`src/rtl/dl_mac_vec.sv`:
```
`default_nettype none
// ===========================================================================
// Module   : dl_mac_vec
// Brief    : Multi-lane, two-stage DLFloat16 multiply-accumulate engine.
//            Stage 1 multiplies a*b per lane. Stage 2 adds the addend
//            (d or the lane accumulator) and registers the result.
// Revision : 1.0 - initial release
// ===========================================================================
module dl_mac_vec #(
   parameter int LANES  = 4,
   parameter int SAT_EN = 1
) (
   input  logic                 clk,
   input  logic                 rst_n,
   input  logic                 in_valid,
   output logic                 in_ready,
   input  logic                 mode,
   input  logic                 in_first,
   input  logic                 in_last,
   input  logic [16*LANES-1:0]  a,
   input  logic [16*LANES-1:0]  b,
   input  logic [16*LANES-1:0]  d,
   output logic                 out_valid,
   input  logic                 out_ready,
   output logic [16*LANES-1:0]  c_out,
   output logic [5*LANES-1:0]   exc_flags
);

   localparam logic [15:0] C_INF = 16'hFFFF;

   // Returns {invalid, inexact, overflow, underflow, result[15:0]}.
   function automatic logic [19:0] fp_mul(input logic [15:0] x, input logic [15:0] y);
      logic        s;
      logic [6:0]  esum;
      logic [19:0] p;
      logic [5:0]  e;
      logic [8:0]  m;
      logic        inx;
      logic [15:0] sat;
      s    = x[15] ^ y[15];
      esum = {1'b0, x[14:9]} + {1'b0, y[14:9]};
      p    = 20'({1'b1, x[8:0]}) * 20'({1'b1, y[8:0]});
      // A product of two [1,2) mantissas lies in [1,4): at most one shift.
      if (p[19]) begin
         m   = p[18:10];
         inx = |p[9:0];
      end else begin
         m   = p[17:9];
         inx = |p[8:0];
      end
      e   = 6'(esum - 7'd31) + {5'd0, p[19]};
      sat = (SAT_EN != 0) ? {s, 15'h7DFE} : C_INF;
      if (x == C_INF || y == C_INF)          fp_mul = {4'b1000, C_INF};
      else if (x[14:9] == 6'd0 || y[14:9] == 6'd0) fp_mul = {4'b0000, 16'h0000};
      else if (esum <= 7'd31)                fp_mul = {4'b0001, 16'h0000};
      else if (esum > 7'd94)                 fp_mul = {4'b0010, sat};
      else if (esum == 7'd94)                fp_mul = {4'b0000, C_INF};
      else if (e == 6'd63)                   fp_mul = {4'b0010, sat};
      else                                   fp_mul = {1'b0, inx, 2'b00, s, e, m};
   endfunction

   // Returns {invalid, inexact, overflow, underflow, result[15:0]}.
   function automatic logic [19:0] fp_add(input logic [15:0] x, input logic [15:0] y);
      logic [15:0] lg, sm, sat;
      logic [5:0]  dif;
      logic [9:0]  ms, msa;
      logic [10:0] s;
      logic [3:0]  lz;
      logic [7:0]  er;
      logic [8:0]  m;
      logic        inx;
      // Larger magnitude drives the result sign and exponent.
      if (y[14:0] > x[14:0]) begin
         lg = y;
         sm = x;
      end else begin
         lg = x;
         sm = y;
      end
      dif = lg[14:9] - sm[14:9];
      ms  = {1'b1, sm[8:0]};
      msa = ms >> dif;
      inx = ((msa << dif) != ms);
      if (lg[15] == sm[15]) s = {2'b01, lg[8:0]} + {1'b0, msa};
      else                  s = {2'b01, lg[8:0]} - {1'b0, msa};
      lz = 4'd0;
      for (int i = 0; i < 10; i++) begin
         if (s[i]) lz = 4'(9 - i);
      end
      er  = s[10] ? ({2'b00, lg[14:9]} + 8'd1) : ({2'b00, lg[14:9]} - {4'd0, lz});
      m   = s[10] ? s[9:1] : 9'(s[9:0] << lz);
      inx = inx | (s[10] & s[0]);
      sat = (SAT_EN != 0) ? {lg[15], 15'h7DFE} : C_INF;
      if (x == C_INF || y == C_INF)             fp_add = {4'b0000, C_INF};
      else if (x[14:9] == 6'd0 && y[14:9] == 6'd0) fp_add = {4'b0000, 16'h0000};
      else if (x[14:9] == 6'd0)                 fp_add = {4'b0000, y};
      else if (y[14:9] == 6'd0)                 fp_add = {4'b0000, x};
      else if (s == 11'd0)                      fp_add = {1'b0, inx, 2'b00, 16'h0000};
      else if (!er[7] && er >= 8'd63)           fp_add = {1'b0, inx, 2'b10, sat};
      else if (er[7] || er == 8'd0)             fp_add = {1'b0, inx, 2'b01, lg[15], 6'd1, 9'd1};
      else                                      fp_add = {1'b0, inx, 2'b00, lg[15], er[5:0], m};
   endfunction

   logic en;
   logic s1_valid_q, s1_mode_q, s1_first_q, s1_last_q;
   logic out_valid_q;
   logic emit_d;

   assign en        = !out_valid_q || out_ready;
   assign in_ready  = en;
   assign out_valid = out_valid_q;
   assign emit_d    = s1_valid_q && (!s1_mode_q || s1_last_q);

   // Stage-1 control: beat valid plus the mode/first/last tags that travel with it
   always_ff @(posedge clk) begin
      if (!rst_n) begin
         s1_valid_q <= 1'b0;
         s1_mode_q  <= 1'b0;
         s1_first_q <= 1'b0;
         s1_last_q  <= 1'b0;
      end else if (en) begin
         s1_valid_q <= in_valid;
         s1_mode_q  <= mode;
         s1_first_q <= in_first;
         s1_last_q  <= in_last;
      end
   end

   // Output valid: only MAC beats and the last beat of an ACC burst are emitted
   always_ff @(posedge clk) begin
      if (!rst_n)  out_valid_q <= 1'b0;
      else if (en) out_valid_q <= emit_d;
   end

   for (genvar i = 0; i < LANES; i++) begin : g_lane
      logic [15:0] prod_q, d_q, acc_q, acc_d, c_q, c_d, addend;
      logic [3:0]  pflg_q, aflg_q, aflg_d, flg_q, flg_d, beat_flg;
      logic [19:0] mul_w, sum_w;

      assign mul_w = fp_mul(a[16*i +: 16], b[16*i +: 16]);

      // Stage-1 data: product, its flags and the d operand of this beat
      always_ff @(posedge clk) begin
         if (!rst_n) begin
            prod_q <= 16'h0000;
            pflg_q <= 4'h0;
            d_q    <= 16'h0000;
         end else if (en) begin
            prod_q <= mul_w[15:0];
            pflg_q <= mul_w[19:16];
            d_q    <= d[16*i +: 16];
         end
      end

      // Stage-2: addend select, add, sticky-flag merge and register next-state
      always_comb begin
         addend   = (!s1_mode_q || s1_first_q) ? d_q : acc_q;
         sum_w    = fp_add(prod_q, addend);
         beat_flg = pflg_q | sum_w[19:16];
         if (s1_mode_q && !s1_first_q) beat_flg = beat_flg | aflg_q;
         acc_d  = acc_q;
         aflg_d = aflg_q;
         c_d    = c_q;
         flg_d  = flg_q;
         if (en && s1_valid_q) begin
            if (s1_mode_q) begin
               acc_d  = sum_w[15:0];
               aflg_d = beat_flg;
            end
            if (emit_d) begin
               c_d   = sum_w[15:0];
               flg_d = beat_flg;
            end
         end
      end

      // Stage-2 state: accumulator, sticky flags and the held output
      always_ff @(posedge clk) begin
         if (!rst_n) begin
            acc_q  <= 16'h0000;
            aflg_q <= 4'h0;
            c_q    <= 16'h0000;
            flg_q  <= 4'h0;
         end else begin
            acc_q  <= acc_d;
            aflg_q <= aflg_d;
            c_q    <= c_d;
            flg_q  <= flg_d;
         end
      end

      assign c_out[16*i +: 16]    = c_q;
      assign exc_flags[5*i +: 5]  = {flg_q, 1'b0};
   end

endmodule
`default_nettype wire

```
`config.mk`:
```
export PLATFORM = sky130hd
export DESIGN_NAME = dl_mac_vec
export DESIGN_NICKNAME = d
export VERILOG_FILES = /design/src/rtl/dl_mac_vec.sv
export SDC_FILE = /design/constraint.sdc
export NUM_CORES = 2
export LEC_CHECK = 0
export BUFFER_PORTS_ARGS = -buffer_cell sky130_fd_sc_hd__buf_2
export CAP_MARGIN = 10
export CORE_MARGIN = 10
export CORE_UTILIZATION = 65
export CTS_BUF_LIST = sky130_fd_sc_hd__clkbuf_8
export DETAILED_ROUTE_END_ITERATION = 8
export HOLD_SLACK_MARGIN = 0.02
export PLACE_DENSITY_LB_ADDON = 0.1
export SYNTH_ARGS = -nofsm -noshare
export SYNTH_HDL_FRONTEND = slang
export SYNTH_SLANG_ARGS = --single-unit
```
`constraint.sdc`:
```
create_clock -name clk -period 18.4 [get_ports clk]
set_clock_uncertainty 0.15 [all_clocks]
set_input_delay 1.84 -clock clk [delete_from_list [all_inputs] [get_ports clk]]
set_output_delay 1.84 -clock clk [all_outputs]
set_load 0.1 [all_outputs]
```
==> flow_summary.json <==
{
  "total_power_mw": 8.90,
  "ctsHoldBuffers": 0,
  "cts_root_buf": "clkbuf_8",
  "fillers": 5439,
  "cpLargestDelayFamily": "compound AO/OA/AOI/OAI gates",
  "track_usage_pct": 35.3,
  "rsz0062_at_grt": "false",
  "wl_per_cell_um": 21.3,
  "critPathKind": "reg2reg",
  "netlist-cell-type-count": 117,
  "fin_crit_ns": 13.96,
  "first_iter_violations": 5490,
  "area_growth_syn_to_layout_pct": 6.96,
  "finalHoldViolations": 0,
  "max_freq_mhz": 71.6,
  "yosys-top-cells-count": "nand2_1, inv_1, a21oi_1",
  "die_height_um": 276,
  "first_pass_iters": 9,
  "ir_drop_uv": 128,
  "outcome": "finished, final reports clean",
  "port_buffers": 280,
  "vias": 43692,
  "gp_congestion": 1.03,
  "grt_pass1_vias": 41761,
  "syn-cell-area_um2": 42700,
  "crit_path_max_incr_delay_ns": 0.72,
  "start_kind": "flop",
  "slew_headroom_pct": 14.1,
  "setup_tns_ns": 0,
  "hpwl_um": 109000,
  "gr-total-overflow": 0,
  "ctsHtreeMaxLevel": 2,
  "synth_area_leaders": "dfxtp_1, fa_1, ha_1",
  "cp.required_ns": 18.80,
  "initial_utilization_pct": 66.0,
  "worst_slew_pin_slew_ns": 1.27,
  "cap_violations": 0,
  "post-synth-top-count-cell": "nand2_1",
  "postRouteWirelength_um": 141000,
  "yosysTopAreaCellShare_pct": 14.5,
  "cpMaxStageDelayCell": "mux2i_1",
  "ant_nets": 0,
  "synth_edf_count": 0,
  "dp_cells": 6534,
  "cts_buffer_depth": 3,
  "cp_data_arrival_time_ns": 14.36,
  "postCtsSetupBuffers": 0,
  "synthFlopType": "dfxtp_1",
  "timing_max_transition_violations_final": 0,
  "post-route-period-util_pct": 75.9,
  "synth-async-reset-ratio_pct": 0,
  "p_leak_nw": 21.0,
  "ys_seq_area_share_pct": 14.5,
  "clk_pin_slew_worst_paths_ns": 0.07,
  "min_path_type": "reg2reg",
  "cts_tree": "yes",
  "synth_area_per_cell_um2": 7.61,
  "antenna_found_initial": 4,
  "instances_no_fill": 6637,
  "cts_resized": 0,
  "clock_sinks": 309,
  "grt_pass1_wl_um": 225000,
  "cp_max_fo": 35,
  "core_area_um2": 64700,
  "end_kind": "flop",
  "yosysWarnings": 0,
  "drc": 0,
  "syn_inst": 5612,
  "powerDensity_nw_per_um2": 195,
  "cts-buffers-inserted": 53,
  "synth_top_area_cell": "dfxtp_1",
  "viasPerCell": 6.58,
  "drive_gt1_share_pct": 10.0,
  "grt_max_degree": 125,
  "nNetsFinal": 6566,
  "dieWidth_um": 276,
  "synth-seq-cells": 309,
  "cp_num_buf_inv": 5,
  "pin_count": 285,
  "fp.dieArea_um2": 76300,
  "setup_violations": 0,
  "num_rows": 93,
  "clk_latency_ns": 0.68
}
## state kept, by name (all words and copies together) (netlist names)
signal,flops
g_lane.acc_q,64
g_lane.aflg_q,16
g_lane.c_q,64
g_lane.d_q,64
g_lane.flg_q,16
g_lane.pflg_q,16
g_lane.prod_q,64
out_valid,1
s1_first_q,1
s1_last_q,1
s1_mode_q,1
s1_valid_q,1
## report_power, final
group / total, mW / internal (mW) / switching, mW
sequential: 0.916 / 0.769 / 0.147
combinational: 7.30 / 2.68 / 4.63
clock: 0.680 / 0.355 / 0.325
total: 8.90 / 3.80 / 5.10
## layer usage
layer  vias to the layer above  part of all wire [%]  global-route usage, %
li1                      20164                     -                      -
met1                     20474                    40                   46.3
met2                      2565                    45                   55.8
met3                       487                    10                   6.73
met4                         2                   4.7                   15.1
met5                         -                 0.017                      0
## worst reg2reg max path, delay by kind of cell (launching register included)
kind	cells	cell delay [ns]
AOI/OAI and AO/OA	18	4.55
and+or+nand+nor	16	3.17
adders and majority gates	6	2.04
buffers and inverters	5	1.41
muxes	2	1.12
xor gates and xnor gates	3	0.98
DFF	1	0.39
## layout by cell type (no fill, tap or decap), types with 63 or more instances in the layout
cell,instances
nand2_1,525
inv_1,518
a21oi_1,502
nor2_1,439
o21ai_0,406
ha_1,372
and2_1,313
dfxtp_1,309
buf_2,279
fa_1,260
mux2i_1,150
nand3_1,137
xnor2_1,126
nor3_1,103
nand4_1,80
clkbuf_8,69
a21o_1,68
a211oi_1,63
## cell type report
type	count	area, um2	share of cell area (%)
flip-flops and latches	309	6190	13.6
clock buffers	69	950	2.08
well taps	855	1070	2.34
clock inverters	31	193	0.422
inverters	520	1960	4.29
multi-input cells	4532	33600	73.6
repair buffers	319	1690	3.71
diodes	2	5.00	0.0110
## final timing paths
path,slack [ns],start,end,cells past startpoint
setup / recovery,4.44,s1_first_q,g_lane[0].acc_q[8],50
hold / removal,0.31,g_lane[1].pflg_q[2],g_lane[1].pflg_q[2],2
setup reg to reg,4.44,s1_first_q,g_lane[0].acc_q[8],50
hold reg to reg,0.31,g_lane[1].pflg_q[2],g_lane[1].pflg_q[2],2
## logic make-up after synthesis
| logic type | count (synthesis) | synth area share (%) |
|---|---|---|
| xor+xnor | 180 | 3.69 |
| simple gates | 1868 | 21.3 |
| compound gates | 1620 | 24.2 |
| fa+ha+maj | 633 | 23.1 |
| buf+inv | 774 | 6.96 |
| mux | 227 | 6.23 |
| flops | 309 | 14.5 |
| other cells | 1 | 0.00879 |
## through the flow
step	hold WS [ns]	instance area, um2	utilization, %	setup slack [ns]
after CTS	0.307	45600	70.5	4.77
after floorplan	0.277	42700	-	5.65
final	0.306	45700	70.6	4.44
after detailed placement	0.297	44500	68.8	4.82
after global placement	0.293	44500	68.8	5.16
after global routing	0.331	45700	70.6	3.23
(Power assumes the default switching activity.)
